--- config.mk ---
export PLATFORM = sky130hd
export DESIGN_NAME = ts_pkt_scheduler_flat
export DESIGN_NICKNAME = d
export VERILOG_FILES = /design/src/rtl/ts_pkt_scheduler_pkg.sv /design/src/rtl/ts_pkt_scheduler_if.sv /design/src/rtl/ts_pkt_scheduler_wrr_pick.sv /design/src/rtl/ts_pkt_scheduler.sv /design/src/flat_wrapper.sv
export SDC_FILE = /design/constraint.sdc
export NUM_CORES = 1
export LEC_CHECK = 0
export ABC_AREA = 1
export BUFFER_PORTS_ARGS = -buffer_cell sky130_fd_sc_hd__buf_2
export CORE_UTILIZATION = 40
export DETAILED_ROUTE_END_ITERATION = 16
export GPL_TIMING_DRIVEN = 0
export SLEW_MARGIN = 20
export SYNTH_ARGS = -nofsm -noshare
export SYNTH_HDL_FRONTEND = slang
export SYNTH_SLANG_ARGS = --single-unit
--- constraint.sdc ---
create_clock -name SYS_CLK -period 2.45 [get_ports SYS_CLK]
set_input_delay 0.245 -clock SYS_CLK [delete_from_list [all_inputs] [get_ports SYS_CLK]]
set_output_delay 0.245 -clock SYS_CLK [all_outputs]
set_load 0.1 [all_outputs]
--- src/rtl/ts_pkt_scheduler_pkg.sv ---
// Shared types and constants for the TS packet scheduler.
package ts_pkt_scheduler_pkg;

  // FSM encodings; these values are visible on state_mon.
  typedef enum logic [1:0] {
    ST_SELECT = 2'd0,
    ST_GRANT  = 2'd1,
    ST_BUSY   = 2'd2,
    ST_RELOAD = 2'd3
  } state_t;

  // Plain TS packet length and length with a 4-byte timestamp prefix.
  localparam int TS_PKT_LEN        = 188;
  localparam int TS_PKT_LEN_TAGGED = 192;

  localparam int WEIGHT_W = 4;
  localparam int SRC_W    = 2;
  localparam int NUM_SRC  = 4;
  localparam int CNT_W    = 16;

  // Saturating increment for the idle counter and the watchdog.
  function automatic logic [CNT_W-1:0] sat_inc(input logic [CNT_W-1:0] v);
    return (v == '1) ? v : v + CNT_W'(1);
  endfunction

endpackage

--- src/rtl/ts_pkt_scheduler_if.sv ---
// Buffer-flag / grant handshake bundle between scheduler and source switch.
interface ts_pkt_scheduler_if;
  import ts_pkt_scheduler_pkg::*;

  logic [NUM_SRC-1:0]          PKT_READY;
  logic [NUM_SRC*WEIGHT_W-1:0] WEIGHT_BUS;
  logic                        GRANT_VALID;
  logic [SRC_W-1:0]            GRANT_SRC;
  logic                        GRANT_NULL;
  logic                        GRANT_ACK;
  logic                        PKT_DONE;
  logic                        ERR_TIMEOUT;
  logic [1:0]                  state_mon;

  // Scheduler side.
  modport master (
    input  PKT_READY, WEIGHT_BUS, GRANT_ACK, PKT_DONE,
    output GRANT_VALID, GRANT_SRC, GRANT_NULL, ERR_TIMEOUT, state_mon
  );

  // Switch / buffer side.
  modport slave (
    output PKT_READY, WEIGHT_BUS, GRANT_ACK, PKT_DONE,
    input  GRANT_VALID, GRANT_SRC, GRANT_NULL, ERR_TIMEOUT, state_mon
  );

endinterface

--- src/rtl/ts_pkt_scheduler_wrr_pick.sv ---
// Rotating-priority picker: first eligible source after 'last', wrapping 3 to 0.
module wrr_pick
  import ts_pkt_scheduler_pkg::*;
(
  input  logic [NUM_SRC-1:0] eligible,
  input  logic [SRC_W-1:0]   last,
  output logic               found,
  output logic [SRC_W-1:0]   idx
);

  logic [SRC_W-1:0] cand;

  // Scan last+1, last+2, ... last+4; the 2-bit add provides the wrap.
  // NOTE: every output of a combinational block gets a default first so no latch is inferred.
  always_comb begin
    found = 1'b0;
    idx   = '0;
    cand  = '0;
    for (int i = 1; i <= NUM_SRC; i++) begin
      cand = last + SRC_W'(i);
      if (!found && eligible[cand]) begin
        found = 1'b1;
        idx   = cand;
      end
    end
  end

endmodule

--- src/rtl/ts_pkt_scheduler.sv ---
// Weighted round-robin scheduler granting one TS packet at a time to the switch.
module ts_pkt_scheduler
  import ts_pkt_scheduler_pkg::*;
#(
  parameter int unsigned NULL_TIMEOUT = 1024,
  parameter int unsigned DONE_TIMEOUT = 512
) (
  input logic                 SYS_CLK,
  input logic                 RST,
  ts_pkt_scheduler_if.master  bus
);

  localparam logic [CNT_W-1:0] IDLE_LAST = CNT_W'(NULL_TIMEOUT - 1);
  localparam logic [CNT_W-1:0] WD_LAST   = CNT_W'(DONE_TIMEOUT - 1);

  state_t                state, state_nxt;
  logic [WEIGHT_W-1:0]   credit     [NUM_SRC];
  logic [WEIGHT_W-1:0]   credit_nxt [NUM_SRC];
  logic [WEIGHT_W-1:0]   weight     [NUM_SRC];
  logic [SRC_W-1:0]      last, last_nxt;
  logic [SRC_W-1:0]      src_r, src_nxt;
  logic                  null_r, null_nxt;
  logic                  err_r, err_nxt;
  logic                  grant_valid_r;
  logic [CNT_W-1:0]      idle_cnt, idle_nxt;
  logic [CNT_W-1:0]      wd_cnt, wd_nxt;
  logic [NUM_SRC-1:0]    eligible;
  logic                  reload_need;
  logic                  pick_found;
  logic [SRC_W-1:0]      pick_idx;

  // Per-source weight slice, eligibility and "reload would help" flag.
  always_comb begin
    reload_need = 1'b0;
    for (int n = 0; n < NUM_SRC; n++) begin
      weight[n]   = bus.WEIGHT_BUS[n*WEIGHT_W +: WEIGHT_W];
      eligible[n] = bus.PKT_READY[n] && (credit[n] != '0);
      if (bus.PKT_READY[n] && (weight[n] != '0)) reload_need = 1'b1;
    end
  end

  wrr_pick u_pick (
    .eligible (eligible),
    .last     (last),
    .found    (pick_found),
    .idx      (pick_idx)
  );

  // Next-state and next-register logic for the scheduler FSM.
  always_comb begin
    state_nxt  = state;
    credit_nxt = credit;
    last_nxt   = last;
    src_nxt    = src_r;
    null_nxt   = null_r;
    err_nxt    = 1'b0;
    idle_nxt   = sat_inc(idle_cnt);
    wd_nxt     = sat_inc(wd_cnt);

    unique case (state)
      ST_SELECT: begin
        if (pick_found) begin
          src_nxt   = pick_idx;
          state_nxt = ST_GRANT;
        end else if (reload_need) begin
          state_nxt = ST_RELOAD;
        end else if (idle_cnt == IDLE_LAST) begin
          null_nxt  = 1'b1;
          src_nxt   = '0;
          state_nxt = ST_GRANT;
        end
      end
      ST_RELOAD: begin
        for (int n = 0; n < NUM_SRC; n++) credit_nxt[n] = weight[n];
        state_nxt = ST_SELECT;
      end
      ST_GRANT: begin
        if (bus.GRANT_ACK) begin
          if (!null_r) begin
            if (credit[src_r] != '0) credit_nxt[src_r] = credit[src_r] - WEIGHT_W'(1);
            last_nxt = src_r;
          end
          state_nxt = ST_BUSY;
        end
      end
      ST_BUSY: begin
        // A completion on the expiry edge wins over the abort.
        if (bus.PKT_DONE) begin
          null_nxt  = 1'b0;
          state_nxt = ST_SELECT;
        end else if (wd_cnt == WD_LAST) begin
          err_nxt   = 1'b1;
          null_nxt  = 1'b0;
          state_nxt = ST_SELECT;
        end
      end
      default: state_nxt = ST_SELECT;
    endcase

    // Both counters restart on every state entry.
    if (state_nxt != state) begin
      idle_nxt = '0;
      wd_nxt   = '0;
    end
  end

  // State and output registers; credits are only four nibbles, so they reset with the rest.
  // NOTE: sequential state uses non-blocking assignments so every flop samples pre-edge values.
  always_ff @(posedge SYS_CLK or negedge RST) begin
    if (!RST) begin
      state         <= ST_SELECT;
      for (int n = 0; n < NUM_SRC; n++) credit[n] <= '0;
      last          <= SRC_W'(NUM_SRC - 1);
      src_r         <= '0;
      null_r        <= 1'b0;
      err_r         <= 1'b0;
      grant_valid_r <= 1'b0;
      idle_cnt      <= '0;
      wd_cnt        <= '0;
    end else begin
      state         <= state_nxt;
      credit        <= credit_nxt;
      last          <= last_nxt;
      src_r         <= src_nxt;
      null_r        <= null_nxt;
      err_r         <= err_nxt;
      grant_valid_r <= (state_nxt == ST_GRANT);
      idle_cnt      <= idle_nxt;
      wd_cnt        <= wd_nxt;
    end
  end

  assign bus.GRANT_VALID = grant_valid_r;
  assign bus.GRANT_SRC   = src_r;
  assign bus.GRANT_NULL  = null_r;
  assign bus.ERR_TIMEOUT = err_r;
  assign bus.state_mon   = state;

endmodule

--- src/flat_wrapper.sv ---
// flat-port wrapper written by rule: the top's interface ports become plain ports
module ts_pkt_scheduler_flat import ts_pkt_scheduler_pkg::*;
#(
  parameter int unsigned NULL_TIMEOUT = 1024,
  parameter int unsigned DONE_TIMEOUT = 512
)
  (SYS_CLK, RST, bus_PKT_READY, bus_WEIGHT_BUS, bus_GRANT_ACK, bus_PKT_DONE, bus_GRANT_VALID, bus_GRANT_SRC, bus_GRANT_NULL, bus_ERR_TIMEOUT, bus_state_mon);
  ts_pkt_scheduler_if bus_i ();
  input logic SYS_CLK;
  input logic RST;
  input wire logic [$bits(bus_i.PKT_READY)-1:0] bus_PKT_READY;
  input wire logic [$bits(bus_i.WEIGHT_BUS)-1:0] bus_WEIGHT_BUS;
  input wire logic [$bits(bus_i.GRANT_ACK)-1:0] bus_GRANT_ACK;
  input wire logic [$bits(bus_i.PKT_DONE)-1:0] bus_PKT_DONE;
  output wire logic [$bits(bus_i.GRANT_VALID)-1:0] bus_GRANT_VALID;
  output wire logic [$bits(bus_i.GRANT_SRC)-1:0] bus_GRANT_SRC;
  output wire logic [$bits(bus_i.GRANT_NULL)-1:0] bus_GRANT_NULL;
  output wire logic [$bits(bus_i.ERR_TIMEOUT)-1:0] bus_ERR_TIMEOUT;
  output wire logic [$bits(bus_i.state_mon)-1:0] bus_state_mon;
  assign bus_i.PKT_READY = bus_PKT_READY;
  assign bus_i.WEIGHT_BUS = bus_WEIGHT_BUS;
  assign bus_i.GRANT_ACK = bus_GRANT_ACK;
  assign bus_i.PKT_DONE = bus_PKT_DONE;
  assign bus_GRANT_VALID = bus_i.GRANT_VALID;
  assign bus_GRANT_SRC = bus_i.GRANT_SRC;
  assign bus_GRANT_NULL = bus_i.GRANT_NULL;
  assign bus_ERR_TIMEOUT = bus_i.ERR_TIMEOUT;
  assign bus_state_mon = bus_i.state_mon;
  ts_pkt_scheduler #(.NULL_TIMEOUT(NULL_TIMEOUT), .DONE_TIMEOUT(DONE_TIMEOUT)) u_core (.SYS_CLK(SYS_CLK), .RST(RST), .bus(bus_i));
endmodule
==> results.ini <==
[timing]
slew_violations=0
post-route-min-period_ns=2.306
worst_pin_slew_ns=0.7295
finalCritPeriodShare=0.9411
rsz0062_at_grt=true
setup_viol=0
slew_headroom=0.5137
hold_viol_final=0
final.setup_skew_ns=0.01092
setup_slack_ns=0.1443
max_freq_mhz=433.7

[floorplan]
core_um2=8763
dieArea_um2=9507
die_w_um=97.51
die_h_um=97.51
io_pins=31
initial_core_util=0.4163
row_count=34

[synthesis]
ys_types=37
synth_warnings=0
syn_inst=515
yosysTopAreaCellShare=0.3772
synth_top_area_cell=dfrtp_1
synth-seq-area-share=0.3916
synth.area.top_cells=dfrtp_1, nand2_1, nor2_1
synth_nets=542
yosys_register_bits=57
avgSynthCellArea_um2=7.084
netlist_area_um2=3648

[placement]
gp_congestion=0.8830
pre_cts_slack_ns=0.1226
port_buffers=30
hpwl_mm=6.177

[critical_path]
crit_required_ns=2.67
crit_path_start_kind=flip-flop
criticalPathCategory=reg -> reg
crit_arrival_ns=2.53
end_kind=flip-flop
worstPathMaxFanout=8

[outcome]
status=finished, final reports clean

[flow_run]
cap_violations=0

[route]
drt_wl_total_mm=8.280
viasPerCell=4.936
met2_length_mm=3.661
drc=0
via_count=3307
highest_layer=met4
drtIter0Drc=142
drt_pre_antenna_iters=4
routedWlPerCell_um=12.36
dr_wl_met3_um=294
ant_nets=0
met1_length_mm=4.181

[global_routing]
grt_max_degree=58
gr-total-overflow=0
antenna_found_initial=0
grt_pass1_vias=3132
track_usage=0.1850
grt_pass1_wl_mm=14.09

[clocking]
cts_root_buf=clkbuf_8
clock_sinks=57
clockBufferDepth=2
cts-buffers-inserted=9
clk-insertion-delay-late_ns=0.33
clkSlewWorstSetupHoldPaths_ns=0.07
cts_tree=yes
cts_max_level=3

[cells_and_area]
syn2layout_area_growth_pct=15.12
final_core_util=0.4793
n_fill_cell=898
num-nets-final=584
post_route_cells_drive_above_1_share=0.1886
diodes=0

[worst_hold_path]
holdCritPathClass=in -> reg

[power]
peakVddDrop_v=0.0005176
powerDensity_nw_per_um2=1148
leakage_nw=2.033

## placed cells by master, fill, tap and decap left out, types with 2 or more instances in the layout
cell and count:
nand3b_1 3, buf_6 4, nand2_4 2, dfstp_2 2, nor3_2 3, inv_1 59, clkinvlp_4 2, nand2_1 146
nor3_1 7, nor2_1 72, o21ai_0 30, clkbuf_8 9, ha_1 3, o21ai_1 8, a21oi_1 6, nor2_4 3
bufinv_16 3, nor4_1 3, nand3_1 26, nand3_2 3, o22ai_1 4, inv_2 6, nand2_2 4, xnor2_1 7
buf_2 30, nor2_2 24, xor2_1 10, nand4_1 13, dfrtp_1 54
## synth_stat cells
master / number
nor3_2: 3
nor4_1: 3
o21ai_1: 8
buf_6: 4
nand2_1: 146
nand3b_4: 1
ha_1: 3
mux2_2: 1
a21oi_2: 1
buf_2: 1
nor3_1: 7
and2_2: 1
dfrtp_1: 55
a21oi_1: 6
mux2i_1: 1
nor2_2: 26
nand2_4: 2
a21o_1: 1
nand3_2: 3
xor2_1: 10
or2_2: 1
nand2_2: 4
dfstp_2: 2
nand3b_2: 1
inv_2: 6
o22ai_1: 4
nand3_1: 26
inv_1: 59
xnor2_1: 7
nand4_2: 1
clkbuf_1: 1
nand3b_1: 3
nand4_1: 13
o21ai_0: 30
o211ai_1: 1
nor2_4: 1
nor2_1: 72
## metal layers
layer / up-vias / track usage
met4: 0 / 0.07127
met1: 1505 / 0.2517
li1: 1717 / -
met5: - / 0
met3: 12 / 0.02446
met2: 73 / 0.2985
## cell families (layout without fill, tap and decap cells)
logic type / after synthesis / in the layout / share of synthesized area
and+or+nand+nor: 314 / 314 / 0.3961
buffers and inverters: 71 / 118 / 0.08161
DFF: 57 / 57 / 0.3916
AOI/OAI and AO/OA: 51 / 51 / 0.07373
xor gates and xnor gates: 17 / 17 / 0.04081
adders and majority gates: 3 / 3 / 0.01029
muxes: 2 / 2 / 0.005830
## area by class of cell
| class | count | area, um2 | area share |
|---|---|---|---|
| clock buffers | 9 | 123.9 | 0.02949 |
| multi-input cells | 387 | 1932 | 0.4599 |
| repair buffers | 31 | 162.7 | 0.03873 |
| inverters | 65 | 244.0 | 0.05809 |
| plain buffers | 6 | 53.80 | 0.01281 |
| clock inverters | 7 | 118.9 | 0.02830 |
| flip-flops and latches | 57 | 1430 | 0.3405 |
| well taps | 108 | 135.1 | 0.03217 |
## registers in the layout, summed over array words and instances, names as in the netlist
register	flops
u_core.bus.ERR_TIMEOUT	1
u_core.bus.GRANT_NULL	1
u_core.bus.GRANT_SRC	2
u_core.bus.GRANT_VALID	1
u_core.bus.state_mon	2
u_core.credit	16
u_core.idle_cnt	16
u_core.last	2
u_core.wd_cnt	16
## what timing repair did
item | CTS | global route
buffers inserted | 0 | 0
endpoints found under the hold margin | 13 | 0
hold buffers | 1 | 0
gates resized for setup | 0 | 2
setup endpoints to repair | 0 | 6
## through the flow
step / total power, W / TNS, ns / instance area, um2 / cells / hold WS, ns
floorplan: 0.003153 / 0 / 3650 / 515 / -0.05059
global placement: 0.003691 / 0 / 3935 / 653 / 0.4972
detailed placement: 0.003716 / 0 / 3938 / 653 / 0.3615
CTS: 0.004823 / 0 / 4190 / 670 / 0.1454
global route: 0.005195 / -0.05794 / 4200 / 670 / 0.1811
finish: 0.004823 / 0 / 4200 / 670 / 0.1568
## worst max-delay path, cell delays in order (launching register included)
cell and delay (ns):
dfrtp_1 0.45, nor2_1 0.27, inv_1 0.15, o22ai_1 0.21, nor3_2 0.10, ha_1 0.23
nand4_1 0.12, nand3_2 0.25, nor2_4 0.26, inv_2 0.05, nand2_1 0.06, nand2_1 0.05
## path summary, 6_finish.rpt
kind	start	end	slack, ns	depth (start not counted)
worst max-delay path	u_core.bus.GRANT_SRC[1]$_DFFE_PN0P_	u_core.credit[15]$_DFFE_PN0P_	0.14	11
worst min-delay path	bus_PKT_DONE	u_core.bus.ERR_TIMEOUT$_DFF_PN0_	0.16	4
worst max register to register	u_core.bus.GRANT_SRC[1]$_DFFE_PN0P_	u_core.credit[15]$_DFFE_PN0P_	0.14	11
worst min register to register	u_core.credit[14]$_DFFE_PN0P_	u_core.credit[14]$_DFFE_PN0P_	0.51	2
max in group asynchronous	RST	u_core.bus.GRANT_SRC[0]$_DFFE_PN0P_	1.42	2
min in group asynchronous	RST	u_core.bus.GRANT_NULL$_DFFE_PN0P_	0.52	2
## power by group
part / internal, W / switching (W) / leakage, nW / total, W
combinational: 0.000700 / 0.00173 / 1.16 / 0.00243
clock: 0.000675 / 0.000406 / 0.115 / 0.00108
sequential: 0.00115 / 0.000161 / 0.758 / 0.00131
Note: power is estimated with default switching activity, not from simulation.
